<file path="src/rtl/store_buffer_pkg.sv">
// Shared types for the store buffer: FSM encoding, default depth and entry layout.
package store_buffer_pkg;

  typedef enum logic {
    SB_RUN   = 1'b0,
    SB_FLUSH = 1'b1
  } sb_state_e;

  localparam int SB_DEPTH_DEFAULT      = 4;
  localparam int SB_WIDTH_DEFAULT      = 32;
  localparam int SB_ADDR_WIDTH_DEFAULT = 32;

  // One buffered store at the default widths; the top keeps the same
  // {addr, data} pairing in per-field arrays sized by its parameters.
  typedef struct packed {
    logic [SB_ADDR_WIDTH_DEFAULT-1:0] addr;
    logic [SB_WIDTH_DEFAULT-1:0]      data;
  } sb_entry_t;

endpackage

</file>
<file path="src/rtl/sb_forward.sv">
// Youngest-match search over the buffered stores for load forwarding.
module sb_forward
  import store_buffer_pkg::*;
#(
  parameter int width     = 32,
  parameter int AddrWidth = 32,
  parameter int depth     = SB_DEPTH_DEFAULT,
  localparam int PtrW     = $clog2(depth)
) (
  input  logic [depth-1:0]     valid,
  input  logic [PtrW-1:0]      head,
  input  logic [AddrWidth-3:0] words [depth],
  input  logic [width-1:0]     datas [depth],
  input  logic [AddrWidth-3:0] ld_word,
  output logic                 hit,
  output logic [width-1:0]     data
);

  logic [PtrW-1:0] slot;

  // Walk from oldest (head) to youngest; a later match overrides, so the youngest wins.
  always_comb begin
    hit  = 1'b0;
    data = '0;
    slot = '0;
    for (int i = 0; i < depth; i++) begin
      slot = head + PtrW'(i);
      if (valid[slot] && (words[slot] == ld_word)) begin
        hit  = 1'b1;
        data = datas[slot];
      end
    end
  end

endmodule

</file>
<file path="src/rtl/store_buffer.sv">
// Posted-write FIFO between the core store path and data memory, with load
// forwarding and a flush handshake that drains everything before a halt.
module store_buffer
  import store_buffer_pkg::*;
#(
  parameter int width     = 32,
  parameter int AddrWidth = 32,
  parameter int depth     = SB_DEPTH_DEFAULT
) (
  input  logic                     clk,
  input  logic                     rst_n,
  input  logic                     st_valid,
  output logic                     st_ready,
  input  logic [AddrWidth-1:0]     st_addr,
  input  logic [width-1:0]         st_data,
  input  logic [AddrWidth-1:0]     ld_addr,
  output logic                     ld_hit,
  output logic [width-1:0]         ld_data,
  input  logic                     mem_hold,
  output logic                     mem_write,
  output logic [AddrWidth-1:0]     mem_addr,
  output logic [width-1:0]         mem_wdata,
  input  logic                     flush_req,
  output logic                     flush_done,
  output logic [$clog2(depth):0]   count
);

  localparam int PtrW = $clog2(depth);
  localparam int CntW = PtrW + 1;

  logic [AddrWidth-1:0] addr_q [depth];
  logic [width-1:0]     data_q [depth];
  logic [AddrWidth-3:0] word_q [depth];
  logic [PtrW-1:0]      head, tail, offset;
  logic [depth-1:0]     valid;
  logic                 full, push, pop;
  logic                 flush_done_next;
  sb_state_e            state, state_next;
  logic                 unused_ld_low;

  // Byte offset within the word plays no part in forwarding.
  assign unused_ld_low = ^ld_addr[1:0];

  // Handshake and drain port: full blocks a push even if a pop frees a slot this cycle.
  always_comb begin
    full      = (count == CntW'(depth));
    st_ready  = !full && (state == SB_RUN);
    push      = st_valid && st_ready;
    pop       = (count != '0) && !mem_hold;
    mem_write = pop;
    mem_addr  = addr_q[head];
    mem_wdata = data_q[head];
  end

  // Slot is live when its distance from head is below count; strip byte bits for the compare.
  always_comb begin
    valid  = '0;
    offset = '0;
    for (int i = 0; i < depth; i++) begin
      offset    = PtrW'(i) - head;
      valid[i]  = ({1'b0, offset} < count);
      word_q[i] = addr_q[i][AddrWidth-1:2];
    end
  end

  sb_forward #(
    .width    (width),
    .AddrWidth(AddrWidth),
    .depth    (depth)
  ) u_forward (
    .valid  (valid),
    .head   (head),
    .words  (word_q),
    .datas  (data_q),
    .ld_word(ld_addr[AddrWidth-1:2]),
    .hit    (ld_hit),
    .data   (ld_data)
  );

  // Flush FSM: leave FLUSH once empty and announce completion one cycle later.
  always_comb begin
    state_next      = state;
    flush_done_next = 1'b0;
    case (state)
      SB_RUN:   if (flush_req) state_next = SB_FLUSH;
      SB_FLUSH: if (count == '0) begin
        state_next      = SB_RUN;
        flush_done_next = 1'b1;
      end
      default:  state_next = SB_RUN;
    endcase
  end

  // Control state: pointers, occupancy, FSM and the registered done pulse.
  always_ff @(posedge clk or negedge rst_n) begin
    if (!rst_n) begin
      state      <= SB_RUN;
      flush_done <= 1'b0;
      head       <= '0;
      tail       <= '0;
      count      <= '0;
    end else begin
      state      <= state_next;
      flush_done <= flush_done_next;
      if (push) tail <= tail + 1'b1;
      if (pop)  head <= head + 1'b1;
      case ({push, pop})
        2'b10:   count <= count + 1'b1;
        2'b01:   count <= count - 1'b1;
        default: count <= count;
      endcase
    end
  end

  // Entry storage is not reset; occupancy alone says which slots mean anything.
  always_ff @(posedge clk) begin
    if (push) begin
      addr_q[tail] <= st_addr;
      data_q[tail] <= st_data;
    end
  end

endmodule

</file>
<file path="config.mk">
export PLATFORM = sky130hd
export DESIGN_NAME = store_buffer
export DESIGN_NICKNAME = d
export VERILOG_FILES = /design/src/rtl/store_buffer_pkg.sv /design/src/rtl/sb_forward.sv /design/src/rtl/store_buffer.sv
export SDC_FILE = /design/constraint.sdc
export NUM_CORES = 1
export LEC_CHECK = 0
export CORE_ASPECT_RATIO = 0.6
export CORE_MARGIN = 2
export CORE_UTILIZATION = 34
export DETAILED_ROUTE_END_ITERATION = 8
export GPL_ROUTABILITY_DRIVEN = 0
export HOLD_SLACK_MARGIN = 0.15
export REMOVE_ABC_BUFFERS = 1
export SYNTH_ARGS = -nofsm -noshare
export SYNTH_HDL_FRONTEND = slang
export SYNTH_SLANG_ARGS = --single-unit
</file>
<file path="constraint.sdc">
create_clock -name clk -period 7.7 [get_ports clk]
set_input_delay 1.155 -clock clk [delete_from_list [all_inputs] [get_ports clk]]
set_output_delay 1.155 -clock clk [all_outputs]
set_load 0.005 [all_outputs]
</file>
==> impl_metrics.toml, run 1 <==
[grt]
grt_use_total = 0.183
grt_first_pass_wirelength_um = 71600
grt_antenna_before_repair = 4
grt_pass1_vias = 11400
globalRoute.totalOverflow = 0
grt_max_degree = 77

[place]
dp_hpwl_um = 32700
dp.cells = 2102
placement.io_buffers = 201

[die]
fp.dieW_um = 292
die_h_um = 177
die_area_sq_um = 51500
core-area_sq_um = 49200
start_util = 0.343
row_count = 63
io_pins = 204

[yosys]
synth_flop_cell = "edfxtp_1"
synth_warnings = 0
yosysSeqAreaShare = 0.469
synthArstFlopShare = 0.0340
synth.ff_latch_count = 265
netlist_area_sq_um = 16900
syn_area_per_cell_sq_um = 12.6
synth_cells = 1343
yosysUniqueCellTypes = 50
synth_edf_count = 256

[worst_setup_path]
cp_max_fo = 72
critical_path_class = "reg2out"
arrival_ns = 5.69
critical_path.startpoint_type = "register"
critPathRequiredTime_ns = 6.55
endpoint_kind = "output pin"

[timing]
fin_crit_ns = 6.85
slew_violations = 0
fin_worst_skew_ns = 0.0146
tns_ns = 0
setup_viol = 0
worst_pin_slew_ns = 1.04
relSlewSlack = 0.304
post-route-period-util = 0.890
hold_viol = 0
timing.fmax_ghz = 0.146
rsz0062_at_grt = "no"

[power]
switchingPower_mw = 2.60
internal-power_mw = 4.23
p_leak_nw = 6.93
p_seq_frac = 0.280
pwr-share-clk = 0.207
ir_drop_v = 0.000171
comb_power_share = 0.512
power_mw = 6.83
p_sw_frac = 0.381
cellPowerDensity_nw_per_um2 = 336

[cts]
cts_sinks = 265
clock_latency_ns = 0.57
cts_tree = "built"
cts-hold-fix-buffers = 0
cts_root_buf = "clkbuf_16"
max-clock-path-buffers = 3
cts-resized-gates = 0
path_clk_slew_ns = 0.06
cts_htree_levels = 1
post_cts_buffers = 0
numCtsBuffers = 28

[run_status]
status = "complete, no violations"

[route]
drt_iter0_markers = 979
postRouteWirelength_um = 48300
drtPass1Iterations = 5
drcViolationCount = 0
vias_per_cell = 5.50
routedWlPerCell_um = 22.4
vias = 11900
ant_nets = 0

[finish]
final_util = 0.414
drive_gt1_frac = 0.166
instances_no_fill = 2157
area_growth_pct = 20.5
final_nets = 1593

[job]
maxCapViolCount = 0

[hold_path]
hp-class = "reg2reg"
## metal layers
metal | vias to the layer above | GRT usage | share of wire | wire (um)
met5 | - | 0 | 0 | 0
met4 | 0 | 0.0440 | 0.021 | 1010
met3 | 63 | 0.0360 | 0.066 | 3170
met2 | 338 | 0.268 | 0.43 | 20700
met1 | 6006 | 0.276 | 0.48 | 23400
li1 | 5448 | - | - | -
## synthesized netlist by cell type, drive strengths merged, types with 2 or more instances
cell type | number | area share
a2111oi | 4 | 0.0036
mux4 | 70 | 0.093
and2 | 2 | 0.00074
edfxtp | 256 | 0.46
nor2b | 4 | 0.0015
nand4b | 32 | 0.017
buf | 56 | 0.021
mux2 | 64 | 0.043
nor2 | 78 | 0.017
ha | 9 | 0.0067
nor3 | 11 | 0.0033
dfrtp | 9 | 0.013
clkbuf | 63 | 0.014
nand2b | 31 | 0.011
nand3b | 3 | 0.0013
mux2i | 158 | 0.094
o21ai | 70 | 0.021
nor4 | 14 | 0.0061
xor2 | 40 | 0.021
nand2 | 10 | 0.0022
a2bb2oi | 32 | 0.027
o22ai | 2 | 0.00074
nand3 | 34 | 0.010
and3 | 36 | 0.013
a21oi | 107 | 0.032
o2111ai | 2 | 0.0010
xnor2 | 98 | 0.051
inv | 11 | 0.0024
nand4 | 17 | 0.0063
o211ai | 2 | 0.00089
a211oi | 9 | 0.0043
## cell families (layout without fill, tap and decap cells)
group | Yosys count | count (layout) | share of synthesized area
compound gates | 235 | 235 | 0.0937
buf+inv | 130 | 291 | 0.0378
fa+ha+maj | 10 | 10 | 0.00785
xor+xnor | 138 | 138 | 0.0716
flops | 265 | 265 | 0.469
simple gates | 273 | 273 | 0.0908
mux | 292 | 292 | 0.230
other cells | 0 | 3 | 0
## worst max-delay path: stages, from the launching register on
cell	delay, ns
dfrtp_4	0.79
buf_4	0.37
mux4_2	0.55
xor2_1	0.16
nor4_1	0.57
nand4_1	0.41
a211oi_4	0.49
buf_4	0.65
nand4b_1	0.20
nand3_1	0.10
a2bb2oi_2	0.22
clkdlybuf4s50_1	0.54
## sequential cells by signal, indices dropped and copies added (netlist names)
name,count
addr_q,128
count,3
data_q,128
flush_done,1
head,2
state,1
tail,2
## final cells by class
class | instances | area, sq um
multi-input combinational | 948 | 8390
clock inverter | 23 | 230
tap | 650 | 813
antenna | 3 | 7.51
fill | 4557 | 28800
clock buffer | 29 | 726
timing repair buffer | 228 | 2230
inverter | 11 | 41.3
sequential | 265 | 7920
## stage by stage
step	worst slack [ns]	area [sq um]	hold WS, ns
6_report	0.850	20400	0.546
5_1_grt	0.471	20300	0.584
4_1_cts	0.861	20300	0.548
3_5_place_dp	1.51	19400	0.528
3_3_place_gp	1.55	19400	0.526
2_1_floorplan	-6.79	16300	0.477
## path summary, 6_finish.rpt
check | start | to | slack (ns) | depth (start not counted)
min in group asynchronous | rst_n | state | 0.90 | 1
worst min register to register | state | state | 0.55 | 2
worst min-delay path | state | state | 0.55 | 2
worst max-delay path | head[1] | ld_data[22] | 0.85 | 11
max in group asynchronous | rst_n | head[0] | 6.47 | 1
worst max register to register | count[0] | addr_q[0][30] | 4.88 | 4
## cell usage in the layout (no fill, tap or decap), types with 4 or more instances in the layout
cell             instances
a21oi_1                106
nand2b_1                31
clkinvlp_4               5
o21ai_1                 30
mux2_2                  64
and3_4                   4
clkinv_1                 4
o21ai_0                 40
nor2_1                  78
xnor2_1                 98
nor3_1                  11
mux2i_1                158
nor4_1                  13
mux4_2                  70
bufinv_16                4
clkinv_2                 8
a211oi_1                 8
and3_1                  32
clkdlybuf4s50_1        201
ha_1                     9
clkbuf_16               29
nor2b_1                  4
nand4b_1                32
nand4_1                 17
dfrtp_1                  7
buf_4                   26
nand3_1                 34
nand2_1                 10
inv_1                   11
xor2_1                  40
a2bb2oi_2               29
edfxtp_1               256
## power groups by stage
stage               Clock, mW  Sequential, mW  Combinational (mW)
floorplan                   0            2.24                2.77
global placement            0            1.94                3.45
detailed placement          0            1.95                3.48
CTS                      1.45            1.92                3.50
global route             1.51            1.94                3.78
finish                   1.42            1.92                3.50
Power figures use the tool's default switching activity.
==> run 2: changes to the inputs <==
==> constraint.sdc (replaced) <==
create_clock -name clk -period 7.7 [get_ports clk]
set_input_delay 1.54 -clock clk [delete_from_list [all_inputs] [get_ports clk]]
set_output_delay 1.54 -clock clk [all_outputs]
set_load 0.005 [all_outputs]
==> impl_metrics.toml, run 2 (same netlist as run 1, synthesis figures left out) <==
[route]
vias = 12000
wl_met1_um = 23500
routedWlPerCell_um = 22.6
drtPass1Iterations = 5
topRoutingLayerUsed = "met4"
met2_length_um = 20800
postRouteWirelength_um = 48700
wl_met3_um = 3270
ant_nets = 0
drt_iter0_markers = 1070
vias_per_cell = 5.55
drcViolationCount = 0

[die]
start_util = 0.343
die_area_sq_um = 51500
io_pins = 204
core-area_sq_um = 49200
die_h_um = 177
row_count = 63
fp.dieW_um = 292

[timing]
fin_worst_skew_ns = 0.0143
slew_violations = 0
tns_ns = 0
setup_viol = 0
worst_pin_slew_ns = 0.998
relSlewSlack = 0.334
fin_crit_ns = 6.94
hold_viol = 0
rsz0062_at_grt = "no"
timing.fmax_ghz = 0.144
post-route-period-util = 0.901

[worst_setup_path]
crit_family = "buffers and inverters"
cp_max_fo = 56
critical_path.startpoint_type = "register"
reg2reg_slack_ns = 4.85
rr_worst_depth = 4
endpoint_kind = "output pin"
arrival_ns = 5.40
path_cells = "buf_4 -> mux4_2 -> xnor2_1 -> nand4_1 -> nor4_1 -> nand4_1 -> nor4_4 -> buf_4 -> and3_1 -> a2bb2oi_1 -> clkdlybuf4s50_1"
slowest_stage = "dfrtp_4"
critical_path_class = "reg2out"
rr_endpoint = "data_q[105]"
path_buf_inv = 3
critPathRequiredTime_ns = 6.16
worstReg2RegStart = "count[0]"
max_stage_delay_ns = 1.03

[cts]
post_cts_buffers = 0
numCtsBuffers = 28
cts-resized-gates = 0
max-clock-path-buffers = 3
path_clk_slew_ns = 0.06
cts_tree = "built"
clock_latency_ns = 0.57
cts_sinks = 265
cts-hold-fix-buffers = 0
cts_htree_levels = 1
cts_root_buf = "clkbuf_16"

[finish]
reg_top3 = "addr_q x128, data_q x128, count x3"
final_nets = 1596
instances_no_fill = 2159
fin_area_sq_um = 20400
mostFrequentLayoutCells = "edfxtp_1 (256), clkdlybuf4s50_1 (201), mux2i_1 (158)"
fillerInstances = 4601
final_util = 0.415
drive_gt1_frac = 0.164
area_growth_pct = 21.0
mostFrequentLayoutCell = "edfxtp_1"

[place]
dp.cells = 2105
dp_hpwl_um = 33200
placement.io_buffers = 201
placed_area_sq_um = 19400

[hold_path]
hold_start = "count[1]"
holdPathStages = 2
hp-class = "reg2reg"
holdPathEnd = "count[1]"

[power]
cellPowerDensity_nw_per_um2 = 339
p_leak_nw = 6.97
ir_drop_v = 0.000170

[grt]
globalRoute.totalOverflow = 0
grt_use_total = 0.185
grt_antenna_before_repair = 5
grt_pass1_vias = 11700
grt_first_pass_wirelength_um = 72700
grt_max_degree = 95

[run_status]
status = "complete, no violations"

[job]
maxCapViolCount = 0
run 2: changes by cell type in the layout (fill, tap and decap cells not counted), sizes merged:
| cell | before | now |
|---|---|---|
| clkbuf | 29 | 35 |
| bufinv | 4 | 6 |
| diode | 3 | 4 |
| clkinv | 14 | 7 |
| buf | 27 | 30 |
| clkinvlp | 5 | 2 |
run 2: metal layers:
layer / global-route usage / vias up
met2: 0.272 / 391
li1: - / 5454
met1: 0.277 / 6068
met3: 0.0380 / 64
met5: 0 / -
met4: 0.0479 / 0
run 2: worst register-to-register path, stage by stage (launching register included):
cell and delay, ns:
dfrtp_1 0.58, inv_1 0.15, a31oi_1 0.39, and3_4 0.65
buf_4 0.69
run 2: area by class of cell:
| cell class | instances | area (sq um) | area share |
|---|---|---|---|
| timing repair buffer | 231 | 2260 | 0.111 |
| antenna | 4 | 10.0 | 0.000490 |
| sequential | 265 | 7920 | 0.388 |
| clock buffer | 35 | 778 | 0.0381 |
| multi-input combinational | 948 | 8390 | 0.410 |
| tap | 650 | 813 | 0.0398 |
| clock inverter | 15 | 225 | 0.0110 |
| inverter | 11 | 41.3 | 0.00202 |
run 2: how the worst max path moves through the flow:
stage / end / start / slack [ns] / cells past startpoint
6_report: ld_data[0] / head[0] / 0.76 / 11
3_5_place_dp: ld_data[13] / ld_addr[29] / 0.92 / 10
5_1_grt: ld_data[0] / head[0] / 0.43 / 11
4_1_cts: ld_data[0] / head[0] / 0.69 / 11
3_3_place_gp: ld_data[27] / ld_addr[29] / 0.96 / 10
2_1_floorplan: ld_data[30] / head[0] / -7.18 / 8
run 2: metrics by stage:
step / hold WS [ns] / setup WS, ns / power (mW)
6_report: 0.551 / 0.765 / 6.93
5_1_grt: 0.593 / 0.435 / 7.32
4_1_cts: 0.549 / 0.694 / 6.97
3_5_place_dp: 0.519 / 0.919 / 5.43
3_3_place_gp: 0.530 / 0.958 / 5.39
2_1_floorplan: 0.477 / -7.18 / 5.01
run 2: power by group:
part           leakage, nW  total, mW  internal (mW)  switching, mW
Combinational         4.07       3.51           1.70           1.82
Sequential            2.41       1.93           1.72          0.209
Clock                0.486       1.49          0.910          0.582
==> run 3: changes to the inputs <==
--- a/config.mk
+++ b/config.mk
@@ -7,10 +7,12 @@
 export LEC_CHECK = 0
 export CORE_ASPECT_RATIO = 0.6
 export CORE_MARGIN = 2
-export CORE_UTILIZATION = 34
+export CORE_UTILIZATION = 55
 export DETAILED_ROUTE_END_ITERATION = 8
 export GPL_ROUTABILITY_DRIVEN = 0
 export HOLD_SLACK_MARGIN = 0.15
+export MAX_ROUTING_LAYER = met4
+export PLACE_DENSITY = 0.79
 export REMOVE_ABC_BUFFERS = 1
 export SYNTH_ARGS = -nofsm -noshare
 export SYNTH_HDL_FRONTEND = slang
==> impl_metrics.toml, run 3 (same netlist as run 1, synthesis figures left out) <==
[place]
placed_area_sq_um = 19100
dp.cells = 1862
dp_hpwl_um = 29700
placement.io_buffers = 201

[worst_setup_path]
path_buf_inv = 3
worstReg2RegStart = "count[0]"
crit_end = "ld_data[1]"
worstSetupStartpoint = "head[1]"
path_cells = "buf_4 -> mux4_2 -> xnor2_1 -> nand4_1 -> nor4_1 -> nand4_1 -> nor4_4 -> buf_4 -> and3_1 -> a2bb2oi_1 -> clkdlybuf4s50_1"
critical_path_class = "reg2out"
max_stage_delay_ns = 0.96
reg2reg_slack_ns = 4.90
arrival_ns = 5.44
crit_cells = 11
critPathRequiredTime_ns = 6.16
rr_worst_depth = 4
endpoint_kind = "output pin"
slowest_stage = "dfrtp_4"
crit_family = "buffers and inverters"
rr_endpoint = "data_q[15]"
cp_max_fo = 57
critical_path.startpoint_type = "register"

[timing]
worst_pin_slew_ns = 1.12
setup_viol = 0
fin_crit_ns = 6.98
relSlewSlack = 0.255
slew_violations = 0
timing.fmax_ghz = 0.143
post-route-period-util = 0.907
fin_worst_skew_ns = 0.0199
rsz0062_at_grt = "no"
hold_viol = 0
tns_ns = 0

[job]
maxCapViolCount = 0

[finish]
reg_top3 = "addr_q x128, data_q x128, count x3"
mostFrequentLayoutCells = "edfxtp_1 (256), clkdlybuf4s50_1 (201), mux2i_1 (158)"
area_growth_pct = 18.2
drive_gt1_frac = 0.162
final_nets = 1594
instances_no_fill = 1914
fillerInstances = 2217
fin_area_sq_um = 20000
mostFrequentLayoutCell = "edfxtp_1"

[grt]
busiest_layer = "met1"
use_met3 = 0.0564
grt_max_degree = 92
grt_first_pass_wirelength_um = 68200
grt_use_met2 = 0.405
grt_antenna_before_repair = 3
grt_pass1_vias = 11900
grt_use_met1 = 0.415
globalRoute.totalOverflow = 0
grt_use_total = 0.282

[run_status]
status = "complete, no violations"

[power]
p_sw_frac = 0.380
cellPowerDensity_nw_per_um2 = 336
internal-power_mw = 4.16
p_seq_frac = 0.287
p_leak_nw = 6.90
switchingPower_mw = 2.55
power_mw = 6.71
pwr-share-clk = 0.195
comb_power_share = 0.519
ir_drop_v = 0.000213

[cts]
post_cts_buffers = 0
max-clock-path-buffers = 3
cts_tree = "built"
cts-hold-fix-buffers = 0
numCtsBuffers = 27
cts-resized-gates = 0
cts_htree_levels = 1
cts_sinks = 265
cts_root_buf = "clkbuf_16"
clock_latency_ns = 0.56
path_clk_slew_ns = 0.06

[route]
drcViolationCount = 0
vias_per_cell = 6.38
vias = 12200
routedWlPerCell_um = 23.3
ant_nets = 0
drtPass1Iterations = 5
drt_iter0_markers = 1389
postRouteWirelength_um = 44500

[die]
core-area_sq_um = 30100
die_area_sq_um = 32200
fp.dieW_um = 230
io_pins = 204
row_count = 49
die_h_um = 140
start_util = 0.561

[hold_path]
hp-class = "reg2reg"
## run 3: cell count changes in the layout (fill, tap and decap cells not counted)
cell	change
clkbuf_16	-2
buf_12	-1
bufinv_16	-3
clkinv_2	+4
diode_2	-1
inv_6	+1
clkbuf_8	-3
a21oi_2	+1
clkinv_1	+2
a21oi_4	-1
## run 3: routing by layer
metal  vias to the layer above  part of all wire
li1                       5465                 -
met1                      6063              0.45
met2                       609              0.44
met3                        68             0.094
met4                         0             0.017
met5                         -                 0
## run 3: final cells by class
cell class | instances | area [sq um] | share of cell area
clock buffers | 30 | 687 | 0.0344
multi-input cells | 948 | 8380 | 0.420
clock inverters | 19 | 171 | 0.00859
well taps | 408 | 510 | 0.0256
repair buffers | 230 | 2240 | 0.112
inverters | 11 | 41.3 | 0.00207
diodes | 3 | 7.51 | 0.000376
flip-flops and latches | 265 | 7920 | 0.397
## run 3: worst min-delay path by stage
stage,endpoint,depth (start not counted),from
2_1_floorplan,state,2,state
3_3_place_gp,state,2,state
3_5_place_dp,state,2,state
4_1_cts,state,2,state
5_1_grt,flush_done,1,state
6_report,count[1],2,count[1]
## run 3: power by group through the flow
stage | clock, mW | combinational, mW | sequential, mW
after detailed placement | 0 | 3.42 | 1.95
after floorplan | 0 | 2.77 | 2.24
final | 1.31 | 3.48 | 1.92
after CTS | 1.32 | 3.45 | 1.92
after global placement | 0 | 3.35 | 1.94
after global routing | 1.38 | 3.73 | 1.95
## run 3: per-stage QoR
step	hold WS (ns)	worst slack (ns)	util
global route	0.597	0.424	0.663
CTS	0.561	0.721	0.663
floorplan	0.477	-7.18	-
detailed placement	0.543	1.01	0.634
global placement	0.525	1.04	0.634
finish	0.564	0.718	0.663
## run 3: worst min-delay path: stages, from the launching register on
cell and delay (ns):
dfrtp_1 0.40, nand2_1 0.06, o21ai_0 0.06
